===== src/rtl/instr_fetch_unit.sv =====
// Instruction fetch stage: owns the PC, fetches words over req/ack and hands them to decode over valid/ready.
// Optional performance counters are compiled in with IFETCH_PERF_CNT_EN.
//
// state        | meaning
// REQ_WAIT_RST | idle cycle after reset release
// REQ          | imem_req high, waiting for imem_ack (bounded by MAX_WAIT)
// HOLD         | instruction presented, waiting for instr_ready
// HALT         | sticky stop; only reset leaves
module instr_fetch_unit #(
  parameter logic [31:0] RESET_PC = 32'h0000_0000,
  parameter int unsigned MAX_WAIT = 15
`ifdef IFETCH_PERF_CNT_EN
  ,
  parameter int unsigned CNT_WIDTH = 32
`endif
) (
  input  logic        clock,
  input  logic        reset_n,
  output logic        imem_req,
  output logic [31:0] imem_addr,
  input  logic        imem_ack,
  input  logic [31:0] imem_rdata,
  input  logic        imem_invalid,
  output logic [31:0] instr,
  output logic [31:0] instr_pc,
  output logic [31:0] instr_pc_plus_4,
  output logic        instr_valid,
  input  logic        instr_ready,
  input  logic        redirect,
  input  logic [31:0] redirect_target,
  output logic        halted,
`ifdef IFETCH_PERF_CNT_EN
  output logic [CNT_WIDTH-1:0] perf_fetched,
  output logic [CNT_WIDTH-1:0] perf_redirects,
`endif
  output logic [1:0]  halt_cause
);

  typedef enum logic [1:0] {
    S_REQ_WAIT_RST = 2'd0,
    S_REQ          = 2'd1,
    S_HOLD         = 2'd2,
    S_HALT         = 2'd3
  } state_t;

  localparam logic [7:0] WAIT_LAST = 8'(MAX_WAIT - 1);

  state_t      state;
  state_t      next_state;
  logic [31:0] pc;
  logic [7:0]  wait_cnt;
  logic        misaligned;
  logic        consume;

  assign misaligned = redirect && (redirect_target[1:0] != 2'b00);
  assign consume    = (state == S_HOLD) && instr_ready;
  assign imem_addr  = pc;

  always_ff @(posedge clock or negedge reset_n) begin
    if (!reset_n) state <= S_REQ_WAIT_RST;
    else          state <= next_state;
  end

  // An ack always beats a timeout landing in the same cycle.
  always_comb begin
    next_state = state;
    case (state)
      S_REQ_WAIT_RST: next_state = S_REQ;
      S_REQ: begin
        if (imem_ack)                   next_state = imem_invalid ? S_HALT : S_HOLD;
        else if (wait_cnt == WAIT_LAST) next_state = S_HALT;
      end
      S_HOLD: begin
        if (instr_ready) next_state = misaligned ? S_HALT : S_REQ;
      end
      S_HALT:  next_state = S_HALT;
      default: next_state = S_REQ_WAIT_RST;
    endcase
  end

  always_comb begin
    imem_req    = (state == S_REQ);
    instr_valid = (state == S_HOLD);
    halted      = (state == S_HALT);
  end

  always_ff @(posedge clock or negedge reset_n) begin
    if (!reset_n) begin
      pc              <= RESET_PC;
      wait_cnt        <= 8'd0;
      instr           <= 32'd0;
      instr_pc        <= 32'd0;
      instr_pc_plus_4 <= 32'd0;
      halt_cause      <= 2'b00;
    end else begin
      case (state)
        S_REQ: begin
          if (imem_ack) begin
            if (imem_invalid) begin
              halt_cause <= 2'b01;
            end else begin
              instr           <= imem_rdata;
              instr_pc        <= pc;
              instr_pc_plus_4 <= pc + 32'd4;
            end
          end else begin
            wait_cnt <= wait_cnt + 8'd1;
            if (wait_cnt == WAIT_LAST) halt_cause <= 2'b11;
          end
        end
        S_HOLD: begin
          if (instr_ready) begin
            if (misaligned) begin
              halt_cause <= 2'b10;
            end else begin
              pc       <= redirect ? redirect_target : pc + 32'd4;
              wait_cnt <= 8'd0;
            end
          end
        end
        default: ;
      endcase
    end
  end

`ifdef IFETCH_PERF_CNT_EN
  // Counters only move in HOLD, so they freeze naturally once halted.
  always_ff @(posedge clock or negedge reset_n) begin
    if (!reset_n) begin
      perf_fetched   <= '0;
      perf_redirects <= '0;
    end else if (consume) begin
      if (perf_fetched != '1) perf_fetched <= perf_fetched + 1'b1;
      if (redirect && !misaligned && (perf_redirects != '1))
        perf_redirects <= perf_redirects + 1'b1;
    end
  end
`endif

endmodule


===== config.mk =====
export PLATFORM = sky130hd
export DESIGN_NAME = instr_fetch_unit
export DESIGN_NICKNAME = d
export VERILOG_FILES = /design/src/rtl/instr_fetch_unit.sv
export SDC_FILE = /design/constraint.sdc
export NUM_CORES = 1
export LEC_CHECK = 0
export ABC_AREA = 0
export CAP_MARGIN = 5
export CORE_UTILIZATION = 50
export DETAILED_ROUTE_END_ITERATION = 8
export PLACE_DENSITY = 0.87
export SYNTH_ARGS = -nofsm -noshare
export SYNTH_HDL_FRONTEND = slang
export SYNTH_SLANG_ARGS = --single-unit

===== constraint.sdc =====
create_clock -name clock -period 4 [get_ports clock]
set_input_delay 0.8 -clock clock [delete_from_list [all_inputs] [get_ports clock]]
set_output_delay 0.8 -clock clock [all_outputs]
set_load 0.02 [all_outputs]

==> results.py <==
metrics = {
    "status": {
        "outcome": "complete, no violations",
    },
    "critical_path": {
        "endpoint": "imem_req",
        "path_class": "flip-flop to primary output",
        "start_kind": "flip-flop",
        "worstReg2RegEnd": "imem_addr[20]",
        "r2r_start": "imem_addr[2]",
        "reg2reg_depth": 6,
        "startpoint": "state[0]",
        "crit_path_max_fanout": 5,
        "r2r_slack_ns": 1.42,
        "end_kind": "primary output",
        "worstPathArrival_ns": 1.84,
        "critPathRequiredTime_ns": 3.20,
    },
    "timing": {
        "fmax_mhz": 378,
        "post-route-min-period_ns": 2.64,
        "slew_violations": 0,
        "clock_skew_ns": 0.00969,
        "maxSlewHeadroom_pct": 19.3,
        "max_slew.worst_pin.slew_ns": 1.21,
        "hold_violations": 0,
        "rsz0062_at_grt": "no",
        "finalSetupTns_ns": 0,
        "finalSetupViolations": 0,
        "fin_crit_sh_pct": 66.1,
    },
    "pwr": {
        "sw_frac_of_total_pct": 26.5,
        "p_switching_mw": 1.10,
        "power_frac_seq_pct": 40.2,
        "clkPwrFrac_pct": 42.4,
        "leakagePower_nw": 4.06,
        "combPwrFrac_pct": 17.3,
        "p_int_mw": 3.07,
        "peakVddDrop_mv": 0.270,
        "p_per_area_mw_per_mm2": 459,
    },
    "floorplanning": {
        "io_pins": 203,
        "rows": 40,
        "die_x_um": 114,
        "dieArea_mm2": 0.0131,
        "die_y_um": 114,
        "initial_core_util_pct": 52.0,
        "core_area_mm2": 0.0122,
    },
    "placement": {
        "placed_area_mm2": 0.00842,
        "dp_cells": 1037,
        "gp_congestion": 0.826,
        "portBuffers": 202,
        "hpwl_mm": 12.3,
    },
    "job": {
        "cap_violations": 0,
    },
    "finish": {
        "post-route-util_pct": 74.7,
        "final_cells": 1068,
        "diodes": 0,
        "drive_gt1_share_pct": 5.33,
        "layout_common_cells": "249 x nand2_1, 201 x clkdlybuf4s50_1, 138 x dfrtp_1",
        "final_common_cell": "nand2_1",
        "multi_input_area_mm2": 0.00265,
        "area_delta_synth_final_pct": 43.7,
        "regArea_mm2": 0.00345,
        "fin_nets": 961,
        "finish.instance_area_mm2": 0.00908,
        "num-fill-cells": 860,
    },
    "global_route": {
        "grt_max_degree": 125,
        "gr-usage-all-layers_pct": 28.9,
        "grt_pass1_vias": 5531,
        "overflow": 0,
        "grt_pass1_wl_mm": 28.7,
        "grt_antenna_before_repair": 0,
    },
    "synth": {
        "ys_warn_count": 0,
        "synthFlopType": "dfrtp_1",
        "synth_edf_count": 0,
        "async_reset_ff_share_pct": 100,
        "ys_seq_area_share_pct": 54.6,
        "synth_cell_types": 42,
        "synth_cells": 712,
        "synth.cell_area_mm2": 0.00632,
        "synth_nets": 785,
        "synth-seq-cells": 138,
        "synth_area_per_cell_um2": 8.88,
    },
    "cts": {
        "worst_skew_pair.late_latency_ns": 0.42,
        "cts-root-buf": "clkbuf_16",
        "htree_levels": 4,
        "cts_setup_buffers": 0,
        "clock_path_buffers": 2,
        "holdBufCountCts": 0,
        "cts.sinks": 138,
        "cts_tree": "built",
        "cts.repair.resized": 0,
        "clk_pin_slew_worst_paths_ns": 0.06,
        "numCtsBuffers": 17,
    },
    "worst_hold_path": {
        "hp-class": "input port to async pin",
    },
    "route": {
        "wire_per_inst_um": 16.9,
        "post_drt_via_cell_ratio": 5.42,
        "wirelength_mm": 18.1,
        "drt_iter0_drc": 420,
        "vias": 5786,
        "drc_errors": 0,
        "final_antenna_net_count": 0,
        "drt_first_pass_iters": 5,
    },
}
[metrics by stage]
step,power [mW],hold WS (ns),setup WS (ns)
6_report,4.17,0.456,1.36
3_3_place_gp,2.40,0.456,1.07
3_5_place_dp,2.42,0.462,1.04
4_1_cts,4.19,0.476,1.36
5_1_grt,4.33,0.488,1.22
2_1_floorplan,2.00,0.496,1.72
[layout make-up]
cell class              count  share of cell area [%]
multi-input cells         517                    29.1
flip-flops and latches    138                    38.0
repair buffers            209                    23.0
well taps                 168                    2.31
clock buffers              21                    5.29
inverters                   5                   0.207
clock inverters            10                    2.05
[worst max-delay path: stages (launching register included)]
cell,delay [ns]
dfrtp_1,0.38
inv_1,0.10
nor2_1,0.27
clkdlybuf4s50_1,0.67
[flip-flops by register name (all words and copies together) (netlist names)]
signal,cells
halt_cause,2
imem_addr,32
instr,32
instr_pc,32
instr_pc_plus_4,30
state,2
wait_cnt,8
[worst min-delay path by stage]
stage	slack [ns]	endpoint	start
after floorplan	0.50	halt_cause[0]	reset_n
after global placement	0.46	instr[28]	instr[28]
after detailed placement	0.46	instr_pc[11]	instr_pc[11]
after CTS	0.48	instr_pc[28]	instr_pc[28]
after global routing	0.49	instr[12]	instr[12]
final	0.46	wait_cnt[1]	reset_n
[power groups by stage]
stage	combinational [mW]	clock [mW]	sequential [mW]
finish	0.723	1.77	1.68
global route	0.775	1.86	1.70
CTS	0.730	1.79	1.68
detailed placement	0.726	0	1.70
global placement	0.710	0	1.69
floorplan	0.194	0	1.81
[logic make-up (layout without fill, tap and decap cells)]
group           Yosys count  in the layout  share of synthesized area (%)
flops                   138            138                           54.6
mux                       3              3                          0.475
fa+ha+maj                 3              3                          0.594
buf+inv                  57            245                           3.68
xor+xnor                 33             33                           4.57
simple gates            364            364                           24.8
compound gates          114            114                           11.2
[synthesized netlist by cell type, drive strengths merged (2+ instances only)]
cell type / count / share of area [%]
xor2: 18 / 2.5
nor2b: 5 / 0.49
ha: 3 / 0.59
and3: 8 / 0.79
nor3: 13 / 1.0
nand2: 250 / 15
dfrtp: 138 / 55
o2bb2ai: 3 / 0.42
and2: 3 / 0.30
or4: 2 / 0.36
inv: 5 / 0.30
buf: 17 / 1.3
nor4: 5 / 0.59
xnor2: 15 / 2.1
o22a: 7 / 0.97
clkbuf: 35 / 2.1
o21a: 8 / 0.95
nand3b: 3 / 0.36
a21oi: 15 / 1.2
a2bb2oi: 7 / 0.97
o22ai: 5 / 0.49
and4: 4 / 0.55
mux2i: 3 / 0.48
a31oi: 7 / 0.69
nor2: 33 / 2.0
o21ai: 51 / 4.0
nand3: 19 / 1.5
nand4: 16 / 1.7
a32oi: 3 / 0.42
a22oi: 6 / 0.71
[per-layer routing]
metal  vias up  wire length, um  global-route usage (%)
met1      2724             7480                    37.7
met4         0              687                    13.7
met3        50             1390                    7.20
met5         -                0                       0
li1       2738                -                       -
met2       274             8540                    45.4
(Power assumes the default switching activity.)
